### src/rtl/pixel_gain_ctrl.sv
// Key-stepped brightness gain for a packed multi-channel pixel stream.
// The gain level changes only at start of frame; the datapath saturates each channel.

module pixel_gain_key #(
  parameter int DB_CYCLES = 16
) (
  input  logic clk,
  input  logic reset,
  input  logic i_key_n,
  output logic o_step
);
  // state   | meaning
  // IDLE    | debounced key released, waiting for a stable press
  // HELD    | debounced key pressed, a stable release emits o_step

  localparam int CNT_W = (DB_CYCLES > 1) ? $clog2(DB_CYCLES) : 1;
  localparam logic [CNT_W-1:0] CNT_TC = CNT_W'(DB_CYCLES - 1);

  typedef enum logic {ST_IDLE, ST_HELD} key_state_t;

  logic             r_meta;
  logic             r_sync;
  logic             r_last;
  logic [CNT_W-1:0] r_cnt;
  logic             r_stable;
  key_state_t       r_state;
  logic             r_step;

  // Synchroniser plus debounce: the stable state follows the synced key only
  // after it has held the same value for DB_CYCLES consecutive samples.
  always_ff @(posedge clk or posedge reset) begin
    if (reset) begin
      r_meta   <= 1'b1;
      r_sync   <= 1'b1;
      r_last   <= 1'b1;
      r_cnt    <= '0;
      r_stable <= 1'b1;
    end else begin
      r_meta <= i_key_n;
      r_sync <= r_meta;
      r_last <= r_sync;
      if (r_sync != r_last) begin
        r_cnt <= '0;
      end else if (r_cnt != CNT_TC) begin
        r_cnt <= r_cnt + 1'b1;
      end
      if ((r_sync == r_last) && (r_cnt == CNT_TC)) begin
        r_stable <= r_sync;
      end
    end
  end

  always_ff @(posedge clk or posedge reset) begin
    if (reset) begin
      r_state <= ST_IDLE;
      r_step  <= 1'b0;
    end else begin
      r_step <= 1'b0;
      case (r_state)
        ST_IDLE: begin
          if (!r_stable) begin
            r_state <= ST_HELD;
          end
        end
        ST_HELD: begin
          if (r_stable) begin
            r_state <= ST_IDLE;
            r_step  <= 1'b1;
          end
        end
        default: r_state <= ST_IDLE;
      endcase
    end
  end

  assign o_step = r_step;

endmodule

module pixel_gain_ctrl #(
  parameter int DW          = 8,
  parameter int N_CH        = 3,
  parameter int LEVEL_W     = 4,
  parameter int UNITY_SHIFT = 3,
  parameter int DEF_LEVEL   = 8,
  parameter int DB_CYCLES   = 16
) (
  input  logic                 clk,
  input  logic                 reset,
  input  logic                 key_up_n,
  input  logic                 key_dn_n,
  input  logic                 in_valid,
  input  logic                 in_sof,
  input  logic [N_CH*DW-1:0]   in_data,
  output logic                 out_valid,
  output logic                 out_sof,
  output logic [N_CH*DW-1:0]   out_data,
  output logic [LEVEL_W-1:0]   level_o
);

  localparam int PW = DW + LEVEL_W;
  localparam logic [LEVEL_W-1:0] MAX_LEVEL = {LEVEL_W{1'b1}};
  localparam logic [LEVEL_W-1:0] DEF_LVL   = LEVEL_W'(DEF_LEVEL);
  localparam logic [PW-1:0]      PIX_MAX   = {{LEVEL_W{1'b0}}, {DW{1'b1}}};

  logic                      w_up_step;
  logic                      w_dn_step;
  logic                      w_sof_in;
  logic [LEVEL_W-1:0]        w_gain;
  logic [PW-1:0]             w_q;
  logic [N_CH*DW-1:0]        w_sat;

  logic [LEVEL_W-1:0]        r_pending;
  logic [LEVEL_W-1:0]        r_active;
  logic [N_CH-1:0][PW-1:0]   r_prod;
  logic                      r_v1;
  logic                      r_sof1;

  pixel_gain_key #(.DB_CYCLES(DB_CYCLES)) u_key_up (
    .clk     (clk),
    .reset   (reset),
    .i_key_n (key_up_n),
    .o_step  (w_up_step)
  );

  pixel_gain_key #(.DB_CYCLES(DB_CYCLES)) u_key_dn (
    .clk     (clk),
    .reset   (reset),
    .i_key_n (key_dn_n),
    .o_step  (w_dn_step)
  );

  always_ff @(posedge clk or posedge reset) begin
    if (reset) begin
      r_pending <= DEF_LVL;
    end else if (w_up_step && !w_dn_step && (r_pending != MAX_LEVEL)) begin
      r_pending <= r_pending + 1'b1;
    end else if (w_dn_step && !w_up_step && (r_pending != '0)) begin
      r_pending <= r_pending - 1'b1;
    end
  end

  // The SOF pixel must already see the level being loaded, so bypass the register.
  assign w_sof_in = in_valid & in_sof;
  assign w_gain   = w_sof_in ? r_pending : r_active;

  always_ff @(posedge clk or posedge reset) begin
    if (reset) begin
      r_active <= DEF_LVL;
    end else if (w_sof_in) begin
      r_active <= r_pending;
    end
  end

  always_ff @(posedge clk or posedge reset) begin
    if (reset) begin
      r_prod <= '0;
      r_v1   <= 1'b0;
      r_sof1 <= 1'b0;
    end else begin
      r_v1   <= in_valid;
      r_sof1 <= w_sof_in;
      if (in_valid) begin
        for (int c = 0; c < N_CH; c++) begin
          r_prod[c] <= PW'(in_data[c*DW +: DW]) * PW'(w_gain);
        end
      end
    end
  end

  always_comb begin
    w_sat = '0;
    w_q   = '0;
    for (int c = 0; c < N_CH; c++) begin
      w_q = r_prod[c] >> UNITY_SHIFT;
      w_sat[c*DW +: DW] = (w_q > PIX_MAX) ? {DW{1'b1}} : w_q[DW-1:0];
    end
  end

  always_ff @(posedge clk or posedge reset) begin
    if (reset) begin
      out_valid <= 1'b0;
      out_sof   <= 1'b0;
      out_data  <= '0;
    end else begin
      out_valid <= r_v1;
      out_sof   <= r_sof1;
      if (r_v1) begin
        out_data <= w_sat;
      end
    end
  end

  assign level_o = r_pending;

endmodule

### config.mk
export PLATFORM = sky130hd
export DESIGN_NAME = pixel_gain_ctrl
export DESIGN_NICKNAME = d
export VERILOG_FILES = /design/src/rtl/pixel_gain_ctrl.sv
export SDC_FILE = /design/constraint.sdc
export NUM_CORES = 1
export LEC_CHECK = 0
export ABC_CLOCK_PERIOD_IN_PS = 11500
export BUFFER_PORTS_ARGS = -buffer_cell sky130_fd_sc_hd__buf_2
export CORE_MARGIN = 1
export CORE_UTILIZATION = 45
export DETAILED_ROUTE_END_ITERATION = 16
export GPL_TIMING_DRIVEN = 0
export MAX_ROUTING_LAYER = met4
export PLACE_DENSITY = 0.69
export SLEW_MARGIN = 0
export SYNTH_ARGS = -nofsm -noshare
export SYNTH_HDL_FRONTEND = slang
export SYNTH_SLANG_ARGS = --single-unit
### constraint.sdc
create_clock -name clk -period 11.5 [get_ports clk]
set_input_delay 1.15 -clock clk [delete_from_list [all_inputs] [get_ports clk]]
set_output_delay 1.15 -clock clk [all_outputs]
set_load 0.05 [all_outputs]
# ---- Yosys cells after proc, flatten, opt, wreduce, memory -nomap -nowiden
# Index checks and enable logic that the tools add are counted.
dict set report word_totals {
  ff_bits 92
  input_bits 30
  output_inout_bits 30
  word_cells 72
}
dict set report op_classes {
  addsub 4
  n_mul 3
  magnitude_cmp 3
  eq_ne 9
  muxes 16
  bitwise_logic 1
  reduce_logical 12
}
# operator n
set op_table {}
lappend op_table {{multiplier 8 x 4 -> 12 bit} 3}
lappend op_table {{two-way mux 4 bit} 7}
lappend op_table {{greater-than comparator 9 x 8 -> 1 bit, second input constant} 3}
lappend op_table {{two-way mux 8 bit} 3}
lappend op_table {{adder 4 x 1 -> 4 bit, second input constant} 3}
lappend op_table {{inequality test 4 bit, second input constant} 3}
lappend op_table {{== test 4 bit, second input constant} 2}
lappend op_table {{logical AND 1 bit} 6}
lappend op_table {{two-way mux 1 bit} 6}
lappend op_table {{nonzero test 2 bit} 3}
lappend op_table {{nonzero test 4 bit} 1}
lappend op_table {{subtractor 4 x 1 -> 4 bit, second input constant} 1}
lappend op_table {{== test 1 bit} 2}
lappend op_table {{zero test 1 bit} 2}
lappend op_table {{inequality test 1 bit} 2}
lappend op_table {{AND 1 bit} 1}

# ---- Logic depth before layout (Yosys ltp)
# Gate-level depths: netlist (run 1).
dict set report logic_depth {
  depth_word 5
  depth_mapped 14
  ltp_nobuf 13
}

# ---- By module
# A second synthesis (run 1) with hierarchy kept.
dict set report hier_totals {
  hier_cells 634
  hier_area_um2 6053.3
}
# module instances cells_per_inst area_each_um2 seq_area_each_um2
set modules_own_cells {}
lappend modules_own_cells {pixel_gain_ctrl 1 570 5280.1 1579.0}
lappend modules_own_cells {pixel_gain_key 2 32 386.6 255.2}

# ---- Least setup slack after synthesis (run 1)
# Ideal clock, no wire load.
dict set report synth_path {
  kind {input to register}
  from {input in_sof}
  to {register r_prod[31] (netlist bit)}
  setup_ps 125
  arrival_ps 4494
  t_required_ps 11375
  slack_ps 6881
  path_stages 14
  n_path_buf 1
  cell_sequence {nand2_2 > mux2_2 > clkbuf_1 > and2_1 > fa_1 > inv_1 > fa_1 > inv_1 > ha_1 > nand2_1 > or3_1 > o21ba_2 > xnor2_1 > mux2_2}
}
dict set report synth_via {
  elab_chain_len 3
}
# item line_no
set synth_rtl {}
lappend synth_rtl {{start, declared} 93} ;# input logic in_sof,
lappend synth_rtl {{AND 1 bit} 144} ;# assign w_sof_in = in_valid & in_sof;
lappend synth_rtl {{two-way mux 4 bit} n/a}
lappend synth_rtl {{net w_gain[3]} 109} ;# logic [LEVEL_W-1:0] w_gain;
lappend synth_rtl {{multiplier 8 x 4 -> 12 bit} 165} ;# r_prod[c] <= PW'(in_data[c*DW +: DW]) * PW'(w_gain);
lappend synth_rtl {{end signal, assigned by index} 165}
lappend synth_rtl {{end, declared} 115} ;# logic [N_CH-1:0][PW-1:0] r_prod;
# The timed path passes the listed nets, and every way through them passes these cells.
# A chain may end at the register's enable or synchronous reset.

# ---- Final worst setup path (run 1)
dict set report layout_path {
  from {input in_valid}
  to {register r_prod[34] (netlist bit)}
}
dict set report layout_via {
  elab_chain_len 3
}
# item line_no
set layout_rtl {}
lappend layout_rtl {{start, declared} 92} ;# input logic in_valid,
lappend layout_rtl {{AND 1 bit} 144}
lappend layout_rtl {{two-way mux 4 bit} n/a}
lappend layout_rtl {{net w_gain[2]} 109}
lappend layout_rtl {{multiplier 8 x 4 -> 12 bit} 165}
# The timed path passes the listed nets, and every way through them passes these cells.

==> results of run 1 <==
[registers in the layout, summed over array words and instances (netlist names), 4 cells and up]
name            cells
r_prod             27
out_data           24
level_o             4
r_active            4
u_key_dn.r_cnt      4
u_key_up.r_cnt      4
[placed cells by master, fill, tap and decap left out, types with 4 or more instances in the layout]
master	count
a21o_1	6
a21oi_1	38
and2_1	52
buf_2	60
clkbuf_1	16
clkbuf_16	9
dfrtp_1	73
dfstp_2	10
fa_1	37
ha_1	46
inv_1	57
mux2_2	11
mux2i_1	10
nand2_1	76
nand2b_1	4
nand3_1	13
nand3b_1	4
nand4_1	12
nor2_1	61
nor3_1	11
o21a_1	17
o21ai_0	18
o22a_1	5
o31ai_1	6
xnor2_1	7
xor2_1	10
[metrics by stage]
stage | instance area (sq um) | worst slack [ps]
4_1_cts | 6920 | 6690
5_1_grt | 6920 | 6460
3_3_place_gp | 6540 | 6350
6_report | 6920 | 6680
3_5_place_dp | 6570 | 6350
2_1_floorplan | 6030 | 6880
[cell type report]
| cell class | instances | area share [%] |
|---|---|---|
| plain buffers | 19 | 1.05 |
| multi-input cells | 480 | 52.8 |
| flip-flops and latches | 83 | 30.2 |
| clock inverters | 5 | 1.45 |
| inverters | 59 | 3.24 |
| well taps | 172 | 3.11 |
| clock buffers | 11 | 3.51 |
| repair buffers | 60 | 4.67 |
[worst reg2reg max path, cell delays in order, from the launching register on]
cell and delay (ps):
dfstp_2 570, mux2_2 240, clkbuf_1 410, nand2_1 150
fa_1 520, fa_1 550, inv_1 40, ha_1 350
nor2b_1 170, o31a_1 270, o32ai_1 330, xor2_1 220
a21oi_1 90
[worst max path at each step]
stage          cells after the start                     end     start  slack (ps)
3_5_place_dp                      15  r_prod[34]$_DFFE_PP0P_  in_valid        6350
6_report                          15  r_prod[34]$_DFFE_PP0P_  in_valid        6680
2_1_floorplan                     14  r_prod[31]$_DFFE_PP0P_    in_sof        6880
3_3_place_gp                      15  r_prod[34]$_DFFE_PP0P_  in_valid        6350
5_1_grt                           15  r_prod[34]$_DFFE_PP0P_  in_valid        6460
4_1_cts                           15  r_prod[34]$_DFFE_PP0P_  in_valid        6690
[metal layers]
layer  wire (um)  vias up
li1            -     2297
met4         136        0
met2        5700       96
met1        6430     2187
met3         565        9
met5           0        -
[Yosys cell counts, types with 7 or more instances]
cell / instances
xor2_1: 10
nor2_1: 61
mux2_2: 11
nand4_1: 12
clkbuf_1: 15
mux2i_1: 10
nor3_1: 11
inv_1: 58
dfrtp_1: 73
ha_1: 46
o21ai_0: 18
and2_1: 52
nand3_1: 13
dfstp_2: 10
o21a_1: 17
a21oi_1: 38
nand2_1: 76
fa_1: 37
xnor2_1: 7
[cells by family after synthesis]
logic type	Yosys count	synth area share [%]
and+or+nand+nor	243	19.2
AOI/OAI and AO/OA	114	12.9
adders and majority gates	83	21.8
DFF	83	34.6
buffers and inverters	78	4.87
muxes	23	4.15
xor gates and xnor gates	17	2.47
==> results.ini, run 1 <==
[synth]
avgSynthCellArea_sq_um = 9.41
synth_ff_type = dfrtp_1
synth_area_sq_um = 6030
synth-seq-cells = 83
synth.area.top_cells = dfrtp_1, fa_1, ha_1, and2_1, nand2_1
synth-edff-count = 0
syn_inst = 641
syn-num-nets = 754
yosys_warnings = 0
ys_seq_area_share_pct = 34.6
yosys.area.top_type_share_pct = 30.3
synthArstFlopShare_pct = 100
yosysTopAreaCell = dfrtp_1
yosys.cell_types.count = 45

[critical_path]
r2r_slack_ps = 7440
slowest_delay_ps = 520
worst-path-max-fanout = 10
start_kind = primary input
ff2ff_path_depth = 12
r2r-end = r_prod[22]$_DFFE_PP0P_
path_cells = buf_2, nand2_2, mux2_2, clkbuf_1, and2_1, fa_1, inv_1, fa_1, inv_1, ha_1, nor2b_1, o31a_1, o32ai_1, xor2_1, a21oi_1
cp_top_family = adder cells
critPathKind = in -> reg
critPathCaptureType = register
r2r_start = level_o[3]$_DFFE_PP1P_
critPathRequiredTime_ps = 11700
crit_arrival_ps = 5020
path_buf_inv = 4
cp_slowest_cell = fa_1

[cells_and_area]
antenna-diode-count = 0
final_core_utilization_pct = 53.9
stdcell_count = 889
finalNetCount = 825
regArea_sq_um = 2090
multi_input_area_sq_um = 3650
fillCellCount = 1198
area_growth_pct = 14.6
drive_above_1_share_pct = 14.6

[hold_path]
whs_path_depth = 0
worstHoldEndpoint = out_sof$_DFF_PP0_
min_from = r_sof1$_DFF_PP0_
hold_path_class = reg -> reg

[grt]
grt_pass1_wl_um = 21800
met3_usage_pct = 3.54
grt_usage_pct = 20.0
grt_overflow_total = 0
grt_pass1_vias = 4504
grt-busiest-layer = met2
grt_max_degree = 54
antenna_found_initial = 0
met1_usage_pct = 28.1
use_met2_pct = 29.7

[floorplan]
ios = 60
dieArea_sq_um = 13900
design.core.area_sq_um = 12800
dieWidth_um = 118
die_h_um = 118
rows = 41
start_util_pct = 47.0

[route]
routed_wl_um = 12800
num_vias = 4589
dr.pass1.iters = 4
antenna_left = 0
wl_per_cell_um = 14.4
drtIter0Drc = 197
drc = 0
viasPerCell = 5.16

[timing]
tns_ps = 0
period_needed_ps = 4820
holdWs_ps = 355
slew_violations = 0
worstMarginPinSlew_ps = 533
fin_skew_ps = 6.04
grt_setup_unrepaired = false
post-route-period-util_pct = 42.0
fmax_ghz = 0.207
finalSetupViolCount = 0
hold_viol = 0
relSlewSlack_pct = 64.1

[place]
hpwl_um = 10200
port_buffers = 59
dp.cells = 873
gp_congestion = 0.872

[clocking]
path_clk_slew_ps = 60
cts_buffer_depth = 2
postCtsSetupRepairBufs = 0
cts_resized = 0
insertion_delay_ps = 340
cts_buffers = 9
htreeDepth = 3
clockRootBuffer = clkbuf_16
clock_sinks = 83
cts_tree = done
hold_buffers = 0

[status]
status = complete, no violations

[run]
maxCapViolations = 0

Power of run 1 is left out: the tool's default activity adds up to more than one toggle a clock period on the data nets, which glitch-free logic cannot reach.
==> run 2: changes to the inputs <==
--- a/config.mk
+++ b/config.mk
@@ -5,14 +5,15 @@
 export SDC_FILE = /design/constraint.sdc
 export NUM_CORES = 1
 export LEC_CHECK = 0
-export ABC_CLOCK_PERIOD_IN_PS = 11500
+export ABC_AREA = 1
+export ABC_CLOCK_PERIOD_IN_PS = 4000
 export BUFFER_PORTS_ARGS = -buffer_cell sky130_fd_sc_hd__buf_2
 export CORE_MARGIN = 1
 export CORE_UTILIZATION = 45
 export DETAILED_ROUTE_END_ITERATION = 16
 export GPL_TIMING_DRIVEN = 0
 export MAX_ROUTING_LAYER = met4
-export PLACE_DENSITY = 0.69
+export PLACE_DENSITY = 0.72
 export SLEW_MARGIN = 0
 export SYNTH_ARGS = -nofsm -noshare
 export SYNTH_HDL_FRONTEND = slang
==> constraint.sdc (replaced) <==
create_clock -name clk -period 4 [get_ports clk]
set_input_delay 0.4 -clock clk [delete_from_list [all_inputs] [get_ports clk]]
set_output_delay 0.4 -clock clk [all_outputs]
set_load 0.05 [all_outputs]
==> results.ini, run 2 <==
[pwr]
p_per_area_nw_per_um2 = 507
ir_drop_v = 0.000213
power_leakage_nw = 3.72
switching_share_pct = 42.5
power.net_switching_w = 0.00147
p_int_w = 0.00199
clock_power_share_pct = 23.3
seq_power_share_pct = 33.5
p_comb_share_pct = 43.1

[synth]
yosys.cell_types.count = 32  ; -29%
yosys_warnings = 0  ; unchanged
yosysTopAreaCell = dfrtp_1
syn-num-nets = 865  ; +15%
avgSynthCellArea_sq_um = 7.97  ; -15%
synth_most_common_cell = nand2_1
synth-edff-count = 0  ; unchanged
synthArstFlopShare_pct = 100  ; unchanged
synth-seq-cells = 83  ; unchanged
synth_area_sq_um = 6000  ; -0.62%
ys_seq_area_share_pct = 34.8  ; +0.22 points
synth.area.top_cells = dfrtp_1, fa_1, nand2_1, ha_1, inv_1
synth_ff_type = dfrtp_1
yosys.area.top_type_share_pct = 30.5  ; +0.19 points
syn_inst = 752  ; +17%
synth_commonest_cells = nand2_1, inv_1, nor2_1, dfrtp_1, ha_1

[timing]
relSlewSlack_pct = 62.4  ; -1.7 points
fmax_ghz = 0.268
slew_violations = 0  ; unchanged
hold_viol = 0  ; unchanged
fin_skew_ps = 6.71  ; +0.667 ps
grt_setup_unrepaired = false
finalSetupViolCount = 0  ; unchanged
post-route-period-util_pct = 93.3
period_needed_ps = 3730
setup_slack_ps = 268  ; -6410 ps
worstMarginPinSlew_ps = 563  ; +30.7 ps

[grt]
grt-busiest-layer = met2
antenna_found_initial = 0  ; unchanged
met3_usage_pct = 3.11  ; -0.42 points
grt_overflow_total = 0  ; unchanged
use_met2_pct = 29.8  ; +0.18 points
grt_pass1_wl_um = 22100  ; +1.2%
met1_usage_pct = 29.4  ; +1.2 points
grt_max_degree = 47  ; -13%
grt_pass1_vias = 4640  ; +3.0%
grt_usage_pct = 20.3  ; +0.32 points

[place]
hpwl_um = 10300  ; +0.93%
gp_congestion = 0.888  ; +1.8%
pre_cts_slack_ps = -51.7  ; -6400 ps
port_buffers = 59  ; unchanged
dp.cells = 984  ; +13%

[run]
maxCapViolations = 0  ; unchanged

[route]
antenna_left = 0  ; unchanged
routed_wl_um = 12800  ; -0.10%
dr.pass1.iters = 5  ; +1
drc = 0  ; unchanged
num_vias = 4845  ; +5.6%
viasPerCell = 4.85  ; -6.0%
wl_per_cell_um = 12.8  ; -11%
drtIter0Drc = 325  ; +65%

[clocking]
insertion_delay_ps = 340  ; about the same
cts_buffers = 9  ; unchanged
htreeDepth = 3  ; unchanged
cts_resized = 0  ; unchanged
cts_buffer_depth = 2  ; unchanged
hold_buffers = 0  ; unchanged
clockRootBuffer = clkbuf_16
postCtsSetupRepairBufs = 0  ; unchanged
clock_sinks = 83  ; unchanged
path_clk_slew_ps = 60  ; about the same
cts_tree = done

[critical_path]
cp_slowest_cell = fa_1
r2r_start = level_o[3]$_DFFE_PP1P_
path_buf_inv = 3  ; -1
r2r_slack_ps = 270  ; -7170 ps
critPathRequiredTime_ps = 4220  ; -7480 ps
worst-path-max-fanout = 10  ; unchanged
crit_start = level_o[3]$_DFFE_PP1P_
r2r-end = r_prod[35]$_DFFE_PP0P_
worstSetupPathDepth = 14  ; -1
ff2ff_path_depth = 14  ; +2
crit_path_end = r_prod[35]$_DFFE_PP0P_
critPathKind = reg -> reg
cp_top_family = adder cells
slowest_delay_ps = 550  ; +30 ps
crit_arrival_ps = 3960  ; -1060 ps
critPathCaptureType = register
path_cells = o21ai_2, buf_2, nor2_1, fa_1, inv_1, fa_1, inv_1, ha_1, a21oi_1, o21ai_0, a21oi_1, nand3b_1, nand3_1, nand2_1
start_kind = register

[floorplan]
start_util_pct = 46.8  ; -0.29 points
design.core.area_sq_um = 12800  ; unchanged
ios = 60  ; unchanged
rows = 41  ; unchanged
dieWidth_um = 117  ; -0.31%
die_h_um = 117  ; -0.31%
dieArea_sq_um = 13800  ; -0.61%

[cells_and_area]
final_cell_mix = nand2_1, inv_1, nor2_1
stdcell_count = 999  ; +12%
antenna-diode-count = 0  ; unchanged
finalNetCount = 936  ; +13%
fillCellCount = 1254  ; +4.7%
area_growth_pct = 14.0
drive_above_1_share_pct = 13.4  ; -1.2 points
regMostFlops = r_prod
largest_registers = r_prod: 27 flops, out_data: 24 flops
largest_reg_flops = 27  ; unchanged
layout_commonest_cell = nand2_1

[status]
status = complete, no violations

[hold_path]
hold_path_class = in -> async

==> run 2: how the worst min path moves through the flow <==
stage	from	endpoint	cells past startpoint
after floorplan	r_sof1$_DFF_PP0_	out_sof$_DFF_PP0_	0
after global placement	u_key_up.r_meta$_DFF_PP1_	u_key_up.r_sync$_DFF_PP1_	0
after detailed placement	u_key_up.r_meta$_DFF_PP1_	u_key_up.r_sync$_DFF_PP1_	0
after CTS	reset	out_data[20]$_DFFE_PP0P_	2
after global routing	reset	out_data[12]$_DFFE_PP0P_	2
final	reset	out_valid$_DFF_PP0_	2
==> run 2: logic make-up (layout without fill, tap and decap cells) <==
group	Yosys count	count (layout)	share of synthesized area [%]
AO/OA/AOI/OAI	98	98	8.64
XOR/XNOR	11	11	1.61
adder cells (fa/ha/maj)	83	83	22.0
buffers and inverters	148	223	9.41
flip-flops	83	83	34.8
AND/OR/NAND/NOR	329	329	23.5
==> run 2: worst reg2reg max path: stages (launching register included) <==
cell and delay (ps):
dfstp_2 400, o21ai_2 390, buf_2 330, nor2_1 100, fa_1 550, inv_1 60, fa_1 530, inv_1 40
ha_1 350, a21oi_1 240, o21ai_0 150, a21oi_1 190, nand3b_1 100, nand3_1 130, nand2_1 60
==> run 2: final cells by class <==
cell class	instances	area [sq um]	area share (%)
multi-input combinational	521	3350	49.0
buffer	13	58.8	0.860
clock buffer	10	229	3.35
clock inverter	5	62.6	0.915
inverter	135	509	7.45
timing repair buffer	60	323	4.72
sequential	83	2090	30.6
tap	172	215	3.15
==> run 2: power groups by stage <==
| stage | Clock (W) | Sequential, W | Combinational, W |
|---|---|---|---|
| after floorplan | 0 | 0.00145 | 0.000836 |
| after global placement | 0 | 0.00117 | 0.00146 |
| after detailed placement | 0 | 0.00117 | 0.00148 |
| after CTS | 0.000822 | 0.00116 | 0.00150 |
| after global routing | 0.000867 | 0.00119 | 0.00168 |
| final | 0.000808 | 0.00116 | 0.00149 |
==> run 2: layer usage <==
layer / part of all wire, % / wire length [um]
met5: 0 / 0
met4: 1.1 / 142
met3: 3.4 / 440
met2: 44 / 5590
met1: 52 / 6650
==> run 2: stage by stage <==
stage | hold slack [ps] | setup TNS [ps] | power, W | util [%] | area, sq um
detailed placement | 353 | -51.7 | 0.00266 | 51.0 | 6540
CTS | 114 | 0 | 0.00348 | 53.2 | 6830
floorplan | 331 | 0 | 0.00229 | - | 6000
global route | 134 | 0 | 0.00373 | 53.3 | 6840
finish | 96.5 | 0 | 0.00346 | 53.3 | 6840
global placement | 347 | 0 | 0.00263 | 50.7 | 6510
Note: power is estimated with default switching activity, not from simulation.
==> run 3: changes to the inputs <==
--- a/config.mk
+++ b/config.mk
@@ -8,6 +8,7 @@
 export ABC_AREA = 1
 export ABC_CLOCK_PERIOD_IN_PS = 4000
 export BUFFER_PORTS_ARGS = -buffer_cell sky130_fd_sc_hd__buf_2
+export CORE_ASPECT_RATIO = 1.4
 export CORE_MARGIN = 1
 export CORE_UTILIZATION = 45
 export DETAILED_ROUTE_END_ITERATION = 16
==> results.ini, run 3 (same netlist as run 2, synthesis figures left out) <==
[status]
status = complete, no violations

[timing]
finalSetupViolCount = 0  ; unchanged
post-route-period-util_pct = 93.1  ; -0.18 points
hold_viol = 0  ; unchanged
tns_ps = 0  ; unchanged
period_needed_ps = 3730  ; -7.29 ps
fin_skew_ps = 5.17  ; -1.54 ps
worstMarginPinSlew_ps = 530  ; -32.8 ps
relSlewSlack_pct = 64.6  ; +2.2 points
holdWs_ps = 171  ; +74.8 ps
grt_setup_unrepaired = false
fmax_ghz = 0.268  ; +0.20%
slew_violations = 0  ; unchanged

[floorplan]
rows = 49  ; +20%
ios = 60  ; unchanged
design.core.area_sq_um = 12900  ; +0.87%
start_util_pct = 46.3  ; -0.40 points
dieArea_sq_um = 13800  ; about the same
die_h_um = 139  ; +18%
dieWidth_um = 99.6  ; -15%

[critical_path]
worst-path-max-fanout = 10  ; unchanged
cp_top_family = adder cells
crit_arrival_ps = 3940  ; -20 ps
critPathKind = reg -> reg
slowest_delay_ps = 540  ; about the same
r2r_slack_ps = 270  ; about the same
critPathCaptureType = register
critPathRequiredTime_ps = 4220  ; about the same
path_buf_inv = 3  ; unchanged
start_kind = register
cp_slowest_cell = fa_1
path_cells = o21ai_2, buf_2, nor2_1, fa_1, inv_1, fa_1, inv_1, ha_1, a21oi_1, o21ai_0, a21oi_1, nand3b_1, nand3_1, nand2_1

[pwr]
power_w = 0.00346  ; about the same
power_leakage_nw = 3.74  ; +0.51%
p_per_area_nw_per_um2 = 504  ; -0.40%
clock_power_share_pct = 23.7  ; +0.4 points
power.net_switching_w = 0.00145  ; -1.3%
switching_share_pct = 41.9  ; -0.55 points
seq_power_share_pct = 33.5  ; about the same
ir_drop_v = 0.000238  ; +12%
p_comb_share_pct = 42.8  ; -0.3 points
p_int_w = 0.00201  ; +1.0%

[clocking]
cts_buffer_depth = 2  ; unchanged
cts_tree = done
cts_buffers = 9  ; unchanged
clock_sinks = 83  ; unchanged
postCtsSetupRepairBufs = 0  ; unchanged
htreeDepth = 3  ; unchanged
clockRootBuffer = clkbuf_16
path_clk_slew_ps = 60  ; about the same
insertion_delay_ps = 330  ; about the same

[route]
antenna_left = 0  ; unchanged
routed_wl_um = 12600  ; -1.4%
dr.pass1.iters = 5  ; unchanged
drc = 0  ; unchanged
num_vias = 4818  ; -0.56%
viasPerCell = 4.78  ; -1.3%
drtIter0Drc = 198  ; -39%
wl_per_cell_um = 12.6  ; -2.2%

[cells_and_area]
fillCellCount = 1233  ; -1.7%
largest_reg_flops = 27  ; unchanged
regArea_sq_um = 2090  ; unchanged
layout_commonest_cell = nand2_1
multi_input_area_sq_um = 3350  ; unchanged
antenna-diode-count = 0  ; unchanged
finalNetCount = 937  ; +0.11%
regMostFlops = r_prod
final_cell_mix = nand2_1, inv_1, nor2_1
drive_above_1_share_pct = 13.5  ; +0.088 points
largest_registers = r_prod: 27 flops, out_data: 24 flops
area_growth_pct = 14.5

[grt]
grt_pass1_wl_um = 21800  ; -1.1%
antenna_found_initial = 0  ; unchanged
grt_overflow_total = 0  ; unchanged
grt_usage_pct = 20.3  ; about the same
grt_pass1_vias = 4861  ; +4.8%
grt_max_degree = 70  ; +49%

[place]
port_buffers = 59  ; unchanged
hpwl_um = 10400  ; +0.37%
gp_congestion = 0.912  ; +2.7%

[hold_path]
hold_path_class = in -> reg

[run]
maxCapViolations = 0  ; unchanged

## run 3: cell type report
| type | count | area share [%] |
|---|---|---|
| buffer | 13 | 0.856 |
| multi-input combinational | 521 | 48.8 |
| sequential | 83 | 30.4 |
| tap | 178 | 3.24 |
| timing repair buffer | 61 | 4.85 |
| inverter | 135 | 7.42 |
| clock buffer | 11 | 3.53 |
| clock inverter | 5 | 0.893 |
## run 3: power by group through the flow
stage	combinational [W]	clock [W]	sequential, W
4_1_cts	0.00149	0.000839	0.00116
3_3_place_gp	0.00145	0	0.00117
3_5_place_dp	0.00148	0	0.00117
5_1_grt	0.00166	0.000876	0.00119
6_report	0.00148	0.000822	0.00116
2_1_floorplan	0.000836	0	0.00145
## run 3: per-stage QoR
step / util [%] / worst slack [ps] / instance area, sq um / std cells
after floorplan: - / 431 / 6000 / 752
after global placement: 50.4 / -0.794 / 6510 / 989
after detailed placement: 50.6 / 1.63 / 6540 / 990
after CTS: 53.0 / 179 / 6860 / 1007
after global routing: 53.1 / 1.48 / 6870 / 1007
final: 53.1 / 275 / 6870 / 1007
## run 3: repair_timing
item	4_1_cts	5_1_grt
endpoints found under the hold margin	14	0
hold buffers	1	0
resized for setup	0	2
setup endpoints to repair	0	5
## run 3: path summary, 6_finish.rpt
path,to,startpoint,cells after the start
worst max-delay path,r_prod[35]$_DFFE_PP0P_,level_o[3]$_DFFE_PP1P_,14
worst min-delay path,u_key_dn.r_meta$_DFF_PP1_,key_dn_n,1
worst max register to register,r_prod[35]$_DFFE_PP0P_,level_o[3]$_DFFE_PP1P_,14
worst min register to register,out_sof$_DFF_PP0_,r_sof1$_DFF_PP0_,0
max in group asynchronous,u_key_up.r_meta$_DFF_PP1_,reset,4
min in group asynchronous,out_valid$_DFF_PP0_,reset,3
## run 3: routing by layer
| layer | GRT usage [%] | vias to the layer above | share of wire, % |
|---|---|---|---|
| li1 | - | 2497 | - |
| met1 | 24.5 | 2221 | 46 |
| met2 | 34.5 | 85 | 50 |
| met3 | 2.42 | 15 | 2.4 |
| met4 | 7.66 | 0 | 2.2 |
| met5 | - | - | 0 |
